[src/rtl/mda_motor_ramp_ctrl.sv]
// Eight-channel motor duty ramp controller behind an Avalon-MM register file.
// Optional watchdog: define MDA_RAMP_WATCHDOG_EN to build it in.
module mda_motor_ramp_ctrl #(
   parameter int DUTY_W = 16
) (
   input  logic                  clk,
   input  logic                  reset,
   input  logic                  chipselect,
   input  logic                  write,
   input  logic                  read,
   input  logic [4:0]            addr,
   input  logic [31:0]           writedata,
   output logic [31:0]           readdata,
   output logic [15:0]           motor_in,
   output logic [8*DUTY_W-1:0]   duty_cycle
);

   // state    | meaning
   // ST_RUN   | duty ramps toward effective target
   // ST_DECEL | direction change requested, duty ramps toward 0
   // ST_SWAP  | duty is 0, applied in bits take the request on the next tick
   typedef enum logic [1:0] {
      ST_RUN   = 2'd0,
      ST_DECEL = 2'd1,
      ST_SWAP  = 2'd2
   } ch_state_e;

   logic              wr_en;
   logic              rd_en;
   logic              tick;
   logic [15:0]       tick_cnt_q;
   logic [15:0]       tick_cnt_d;
   logic [15:0]       prescale_q;
   logic [DUTY_W-1:0] step_q;
   logic [DUTY_W-1:0] target_q [8];
   logic [1:0]        req_q    [8];
   logic [DUTY_W-1:0] duty_q   [8];
   logic [1:0]        in_q     [8];
   ch_state_e         state_q  [8];
   logic [DUTY_W-1:0] eff_tgt  [8];
   logic [1:0]        eff_req  [8];
   logic [DUTY_W-1:0] run_duty [8];
   logic [DUTY_W-1:0] dec_duty [8];
   logic [7:0]        busy;
   logic              wd_trip;
   logic [15:0]       wd_timeout;
   logic [31:0]       rd_val;
   logic [31:0]       readdata_q;

   assign wr_en = chipselect & write;
   assign rd_en = chipselect & read;

   // The >= compare lets a prescale lowered below the running count tick at once.
   assign tick       = (tick_cnt_q >= prescale_q);
   assign tick_cnt_d = tick ? 16'd0 : tick_cnt_q + 16'd1;

   function automatic logic [DUTY_W-1:0] ramp(input logic [DUTY_W-1:0] cur,
                                              input logic [DUTY_W-1:0] tgt,
                                              input logic [DUTY_W-1:0] stp);
      logic [DUTY_W-1:0] diff;
      if (cur < tgt) begin
         diff = tgt - cur;
         return (diff <= stp) ? tgt : cur + stp;
      end
      diff = cur - tgt;
      return (diff <= stp) ? tgt : cur - stp;
   endfunction

   always_ff @(posedge clk or posedge reset) begin
      if (reset) begin
         for (int i = 0; i < 8; i++) begin
            target_q[i] <= '0;
            req_q[i]    <= '0;
         end
         prescale_q <= '0;
         step_q     <= '0;
         tick_cnt_q <= '0;
      end else begin
         tick_cnt_q <= tick_cnt_d;
         if (wr_en) begin
            case (addr[4:3])
               2'd0: target_q[addr[2:0]] <= writedata[DUTY_W-1:0];
               2'd1: req_q[addr[2:0]]    <= writedata[1:0];
               2'd2: begin
                  if (addr[2:0] == 3'd0) prescale_q <= writedata[15:0];
                  if (addr[2:0] == 3'd1) step_q     <= writedata[DUTY_W-1:0];
               end
               default: ;
            endcase
         end
      end
   end

`ifdef MDA_RAMP_WATCHDOG_EN
   logic [15:0] wd_timeout_q;
   logic [15:0] wd_cnt_q;
   logic [15:0] wd_cnt_d;
   logic        wd_trip_q;
   logic        wd_trip_d;

   always_comb begin
      wd_cnt_d = wd_cnt_q;
      if (wr_en)
         wd_cnt_d = 16'd0;
      else if (tick && wd_cnt_q != 16'hFFFF)
         wd_cnt_d = wd_cnt_q + 16'd1;
      wd_trip_d = wd_trip_q;
      if (wr_en && addr == 5'd19)
         wd_trip_d = 1'b0;
      else if (wd_timeout_q != 16'd0 && wd_cnt_q >= wd_timeout_q)
         wd_trip_d = 1'b1;
   end

   always_ff @(posedge clk or posedge reset) begin
      if (reset) begin
         wd_timeout_q <= '0;
         wd_cnt_q     <= '0;
         wd_trip_q    <= 1'b0;
      end else begin
         wd_cnt_q  <= wd_cnt_d;
         wd_trip_q <= wd_trip_d;
         if (wr_en && addr == 5'd18)
            wd_timeout_q <= writedata[15:0];
      end
   end

   assign wd_trip    = wd_trip_q;
   assign wd_timeout = wd_timeout_q;
`else
   assign wd_trip    = 1'b0;
   assign wd_timeout = 16'd0;
`endif

   // A tripped watchdog forces every channel to stop and drop its in bits.
   always_comb begin
      for (int i = 0; i < 8; i++) begin
         eff_tgt[i]  = wd_trip ? {DUTY_W{1'b0}} : target_q[i];
         eff_req[i]  = wd_trip ? 2'b00 : req_q[i];
         run_duty[i] = ramp(duty_q[i], eff_tgt[i], step_q);
         dec_duty[i] = ramp(duty_q[i], {DUTY_W{1'b0}}, step_q);
         busy[i]     = (duty_q[i] != eff_tgt[i]) || (eff_req[i] != in_q[i]);
      end
   end

   always_ff @(posedge clk or posedge reset) begin
      if (reset) begin
         for (int i = 0; i < 8; i++) begin
            state_q[i] <= ST_RUN;
            duty_q[i]  <= '0;
            in_q[i]    <= '0;
         end
      end else if (tick) begin
         for (int i = 0; i < 8; i++) begin
            case (state_q[i])
               ST_RUN, ST_DECEL: begin
                  if (eff_req[i] != in_q[i]) begin
                     duty_q[i]  <= dec_duty[i];
                     state_q[i] <= (dec_duty[i] == '0) ? ST_SWAP : ST_DECEL;
                  end else begin
                     duty_q[i]  <= run_duty[i];
                     state_q[i] <= ST_RUN;
                  end
               end
               ST_SWAP: begin
                  in_q[i]    <= eff_req[i];
                  state_q[i] <= ST_RUN;
               end
               default: state_q[i] <= ST_RUN;
            endcase
         end
      end
   end

   always_comb begin
      rd_val = 32'd0;
      case (addr[4:3])
         2'd0: rd_val = 32'(duty_q[addr[2:0]]);
         2'd1: rd_val = {30'd0, in_q[addr[2:0]]};
         2'd2: begin
            case (addr[2:0])
               3'd0:    rd_val = {16'd0, prescale_q};
               3'd1:    rd_val = 32'(step_q);
               3'd2:    rd_val = {16'd0, wd_timeout};
               3'd3:    rd_val = {23'd0, wd_trip, busy};
               default: rd_val = 32'd0;
            endcase
         end
         default: rd_val = 32'd0;
      endcase
   end

   always_ff @(posedge clk or posedge reset) begin
      if (reset)
         readdata_q <= '0;
      else if (rd_en)
         readdata_q <= rd_val;
   end

   assign readdata = readdata_q;

   for (genvar g = 0; g < 8; g++) begin : g_out
      assign duty_cycle[g*DUTY_W +: DUTY_W] = duty_q[g];
      assign motor_in[2*g +: 2]             = in_q[g];
   end

endmodule

[config.mk]
export PLATFORM = sky130hd
export DESIGN_NAME = mda_motor_ramp_ctrl
export DESIGN_NICKNAME = d
export VERILOG_FILES = /design/src/rtl/mda_motor_ramp_ctrl.sv
export SDC_FILE = /design/constraint.sdc
export NUM_CORES = 2
export LEC_CHECK = 0
export ABC_CLOCK_PERIOD_IN_PS = 19300
export CORE_MARGIN = 4
export CORE_UTILIZATION = 56
export CTS_BUF_LIST = sky130_fd_sc_hd__clkbuf_8
export CTS_CLUSTER_SIZE = 40
export DETAILED_ROUTE_END_ITERATION = 10
export DONT_BUFFER_PORTS = 1
export PLACE_DENSITY = 0.76
export SETUP_SLACK_MARGIN = 0.15
export SLEW_MARGIN = 20
export SYNTH_ARGS = -nofsm -noshare
export SYNTH_HDL_FRONTEND = slang
export SYNTH_SLANG_ARGS = --single-unit
[constraint.sdc]
create_clock -name clk -period 19.3 [get_ports clk]
set_input_delay 0.965 -clock clk [delete_from_list [all_inputs] [get_ports clk]]
set_output_delay 0.965 -clock clk [all_outputs]
set_load 0.01 [all_outputs]
==> flow_metrics.tcl <==
set metrics [dict create \
    status "complete, but fails checks" \
    violations "DRC" \
    synth-edff-count 0 \
    grt_max_degree 119 \
    fin_total_pwr_uw 4170 \
    num_vias 47100 \
    die_area_mm2 0.0899 \
    drv_cap 0 \
    cts_resized 0 \
    ys.flop_type "dfrtp_1" \
    grt_pass1_wl_um 271000 \
    coreArea_mm2 0.0841 \
    io_buffers 0 \
    yosysSeqAreaShare 0.193 \
    syn_inst 5841 \
    wire_per_inst_um 26.8 \
    finalSetupViolations 0 \
    grt_antenna_before_repair 33 \
    clk_path_buf_depth 3 \
    stdcell_area_mm2 0.0501 \
    drt_first_pass_iters 11 \
    wl_um 185000 \
    grt-busiest-layer "met2" \
    end_kind "flop" \
    critical_path_required_ns 19.88 \
    yosys_warnings 0 \
    grt_setup_unrepaired "no" \
    area_delta_synth_final_pct 5.00 \
    initial_utilization 0.568 \
    final_nets 6516 \
    die_x_um 300 \
    critPathArrivalTime_ns 7.53 \
    htreeDepth 3 \
    drc 2 \
    fillCellCount 7573 \
    netlist_area_mm2 0.0477 \
    grtUsageMet1 0.517 \
    timing.final.crit_share 0.360 \
    grt_usage 0.394 \
    fmax_mhz 144 \
    numCtsBuffers 73 \
    grt_pass1_vias 43300 \
    place.gp.congestion 0.996 \
    viasPerCell 6.82 \
    async_flop_share 1.00 \
    postCtsSetupRepairBufs 0 \
    place_inst 6740 \
    synth_cell_type_count 86 \
    cts_tree "built" \
    path_max_fanout 12 \
    ios 218 \
    die_h_um 300 \
    clock-sinks 368 \
    crit_type "reg2reg" \
    max_slew.worst_pin.slew_ns 1.18 \
    use_met2 0.557 \
    fin_skew_ns 0.0783 \
    p_leak_uw 0.0235 \
    clk_pin_slew_ns 0.06 \
    dp_hpwl_um 135000 \
    rows 106 \
    grt_overflow_total 0 \
    ys_ff_latch 368 \
    tns_ns 0 \
    clkLatencyLatePin_ns 0.72 \
    hold_path_class "in2async" \
    first_iter_violations 6146 \
    final_layout_size_suffix_gt1_frac 0.0762 \
    peakVddDrop_uv 56.1 \
    power_density_mw_per_mm2 83.3 \
    met3_usage 0.128 \
    finalNonFillerCells 6909 \
    ant_nets 0 \
    period_minus_slack_ns 6.95 \
    start_kind "flop" \
    holdBufCountCts 0 \
    slew_headroom 0.212 \
    cts-root-buf "clkbuf_8" \
    hold_viol 0 \
    placed_area_mm2 0.0484 \
    drv_slew 0 \
    avgSynthCellArea_um2 8.17 \
]
==> critical path, cell delays in order (launching register included) <==
cell and delay, ns:
dfrtp_1 0.78, inv_1 0.26, fa_1 0.53, a21o_1 0.18, a21oi_1 0.23, o21bai_1 0.09, a21oi_1 0.25, o21bai_1 0.13
a41o_1 0.28, o41ai_1 0.53, o21bai_1 0.12, a21oi_1 0.23, xnor2_1 0.12, ha_1 0.31, nand4_1 0.14, or2_2 0.36
o32ai_1 0.70, nor2_1 0.48, nor2_1 0.62, a22oi_1 0.19, o21ai_0 0.30
==> cells by family after synthesis <==
family                     count (synthesis)  share of synthesized area
AOI/OAI and AO/OA                       1838                      0.251
and+or+nand+nor                         1429                      0.147
buffers and inverters                    801                     0.0645
adders and majority gates                793                      0.213
xor gates and xnor gates                 405                     0.0743
DFF                                      368                      0.193
muxes                                    206                     0.0571
other                                      1                  0.0000786
==> power by group <==
group          switching, uW  total [uW]  internal [uW]
Sequential              61.2         890            829
Combinational           1500        2390            893
Clock                    405         894            489
Total                   1960        4170           2210
==> metal layers <==
layer | part of all wire | vias to the layer above
met3 | 0.14 | 723
met5 | 0.0010 | -
met1 | 0.38 | 22300
li1 | - | 20900
met2 | 0.40 | 3155
met4 | 0.071 | 12
==> synth_stat cells, types with 55 or more instances <==
library cell	count	area, um2
a21oi_1	534	2670
nor2b_1	90	563
clkbuf_1	270	1010
nand4_1	120	751
nor3_1	108	541
inv_1	498	1870
o21ai_0	347	1740
nor2_1	404	1520
xor2_1	102	893
o21bai_1	110	826
a21o_1	197	1480
dfrtp_1	368	9210
mux2_2	148	1670
nand2b_1	55	344
nand3_1	82	410
ha_1	761	9520
a31oi_1	71	444
xnor2_1	303	2650
nand2_1	324	1220
==> worst paths after layout <==
check                                      startpoint                          to  slack, ns  cells past startpoint
setup / recovery           duty_cycle[33]$_DFFE_PP0P_  duty_cycle[38]$_DFFE_PP0P_      12.35                     20
hold / removal                                  reset     readdata[4]$_DFFE_PP0P_       0.30                      1
setup reg to reg           duty_cycle[33]$_DFFE_PP0P_  duty_cycle[38]$_DFFE_PP0P_      12.35                     20
hold reg to reg                state_q[2]$_DFFE_PP0N_      state_q[2]$_DFFE_PP0N_       0.49                      2
max in group asynchronous                       reset      eff_tgt[3]$_DFFE_PP0P_      16.54                      3
min in group clk                        writedata[14]      step_q[14]$_DFFE_PP0P_       0.38                      2
==> through the flow <==
stage | hold slack (ns) | util | setup WS (ns)
floorplan | 0.434 | - | 8.12
finish | 0.296 | 0.596 | 12.35
global route | 0.355 | 0.595 | 12.04
detailed placement | 0.470 | 0.576 | 12.78
CTS | 0.293 | 0.595 | 12.68
global placement | 0.462 | 0.576 | 12.83
==> cells in the final DEF (no fill, tap or decap), types with 24 or more instances in the layout <==
| master | instances |
|---|---|
| a211oi_1 | 51 |
| or3_1 | 36 |
| nand2_1 | 324 |
| nand4_1 | 120 |
| o21ai_0 | 347 |
| or2_2 | 24 |
| nand3_1 | 82 |
| and2_1 | 42 |
| o211ai_1 | 50 |
| a221oi_1 | 47 |
| a31oi_1 | 71 |
| o22ai_1 | 32 |
| fa_1 | 32 |
| dfrtp_1 | 367 |
| a21boi_0 | 26 |
| a21o_1 | 197 |
| o21a_1 | 37 |
| clkbuf_8 | 93 |
| o31ai_1 | 29 |
| buf_4 | 52 |
| mux4_2 | 38 |
| nand2b_1 | 55 |
| mux2_2 | 148 |
| o21bai_1 | 110 |
| diode_2 | 37 |
| xnor2_1 | 303 |
| a22oi_1 | 49 |
| xor2_1 | 102 |
| inv_1 | 499 |
| nor3_1 | 108 |
| a21oi_1 | 534 |
| nor2b_1 | 90 |
| o221ai_1 | 33 |
| nor2_1 | 402 |
| and3_1 | 39 |
| ha_1 | 761 |
==> final cells by class <==
cell class	count	area [um2]	area share
Clock inverter	39	304	0.00607
Tap cell	1134	1420	0.0283
Timing Repair Buffer	52	390	0.00779
Clock buffer	93	1280	0.0255
Multi-Input combinational cell	4687	35500	0.709
Sequential cell	368	9210	0.184
Inverter	499	1880	0.0375
Antenna cell	37	92.6	0.00185
==> state kept, by name, indices dropped and copies added, names as in the netlist <==
name	flops
duty_cycle	128
eff_req	16
eff_tgt	128
motor_in	16
prescale_q	16
readdata	16
state_q	16
step_q	16
tick_cnt_q	16
Note: power is estimated with default switching activity, not from simulation.
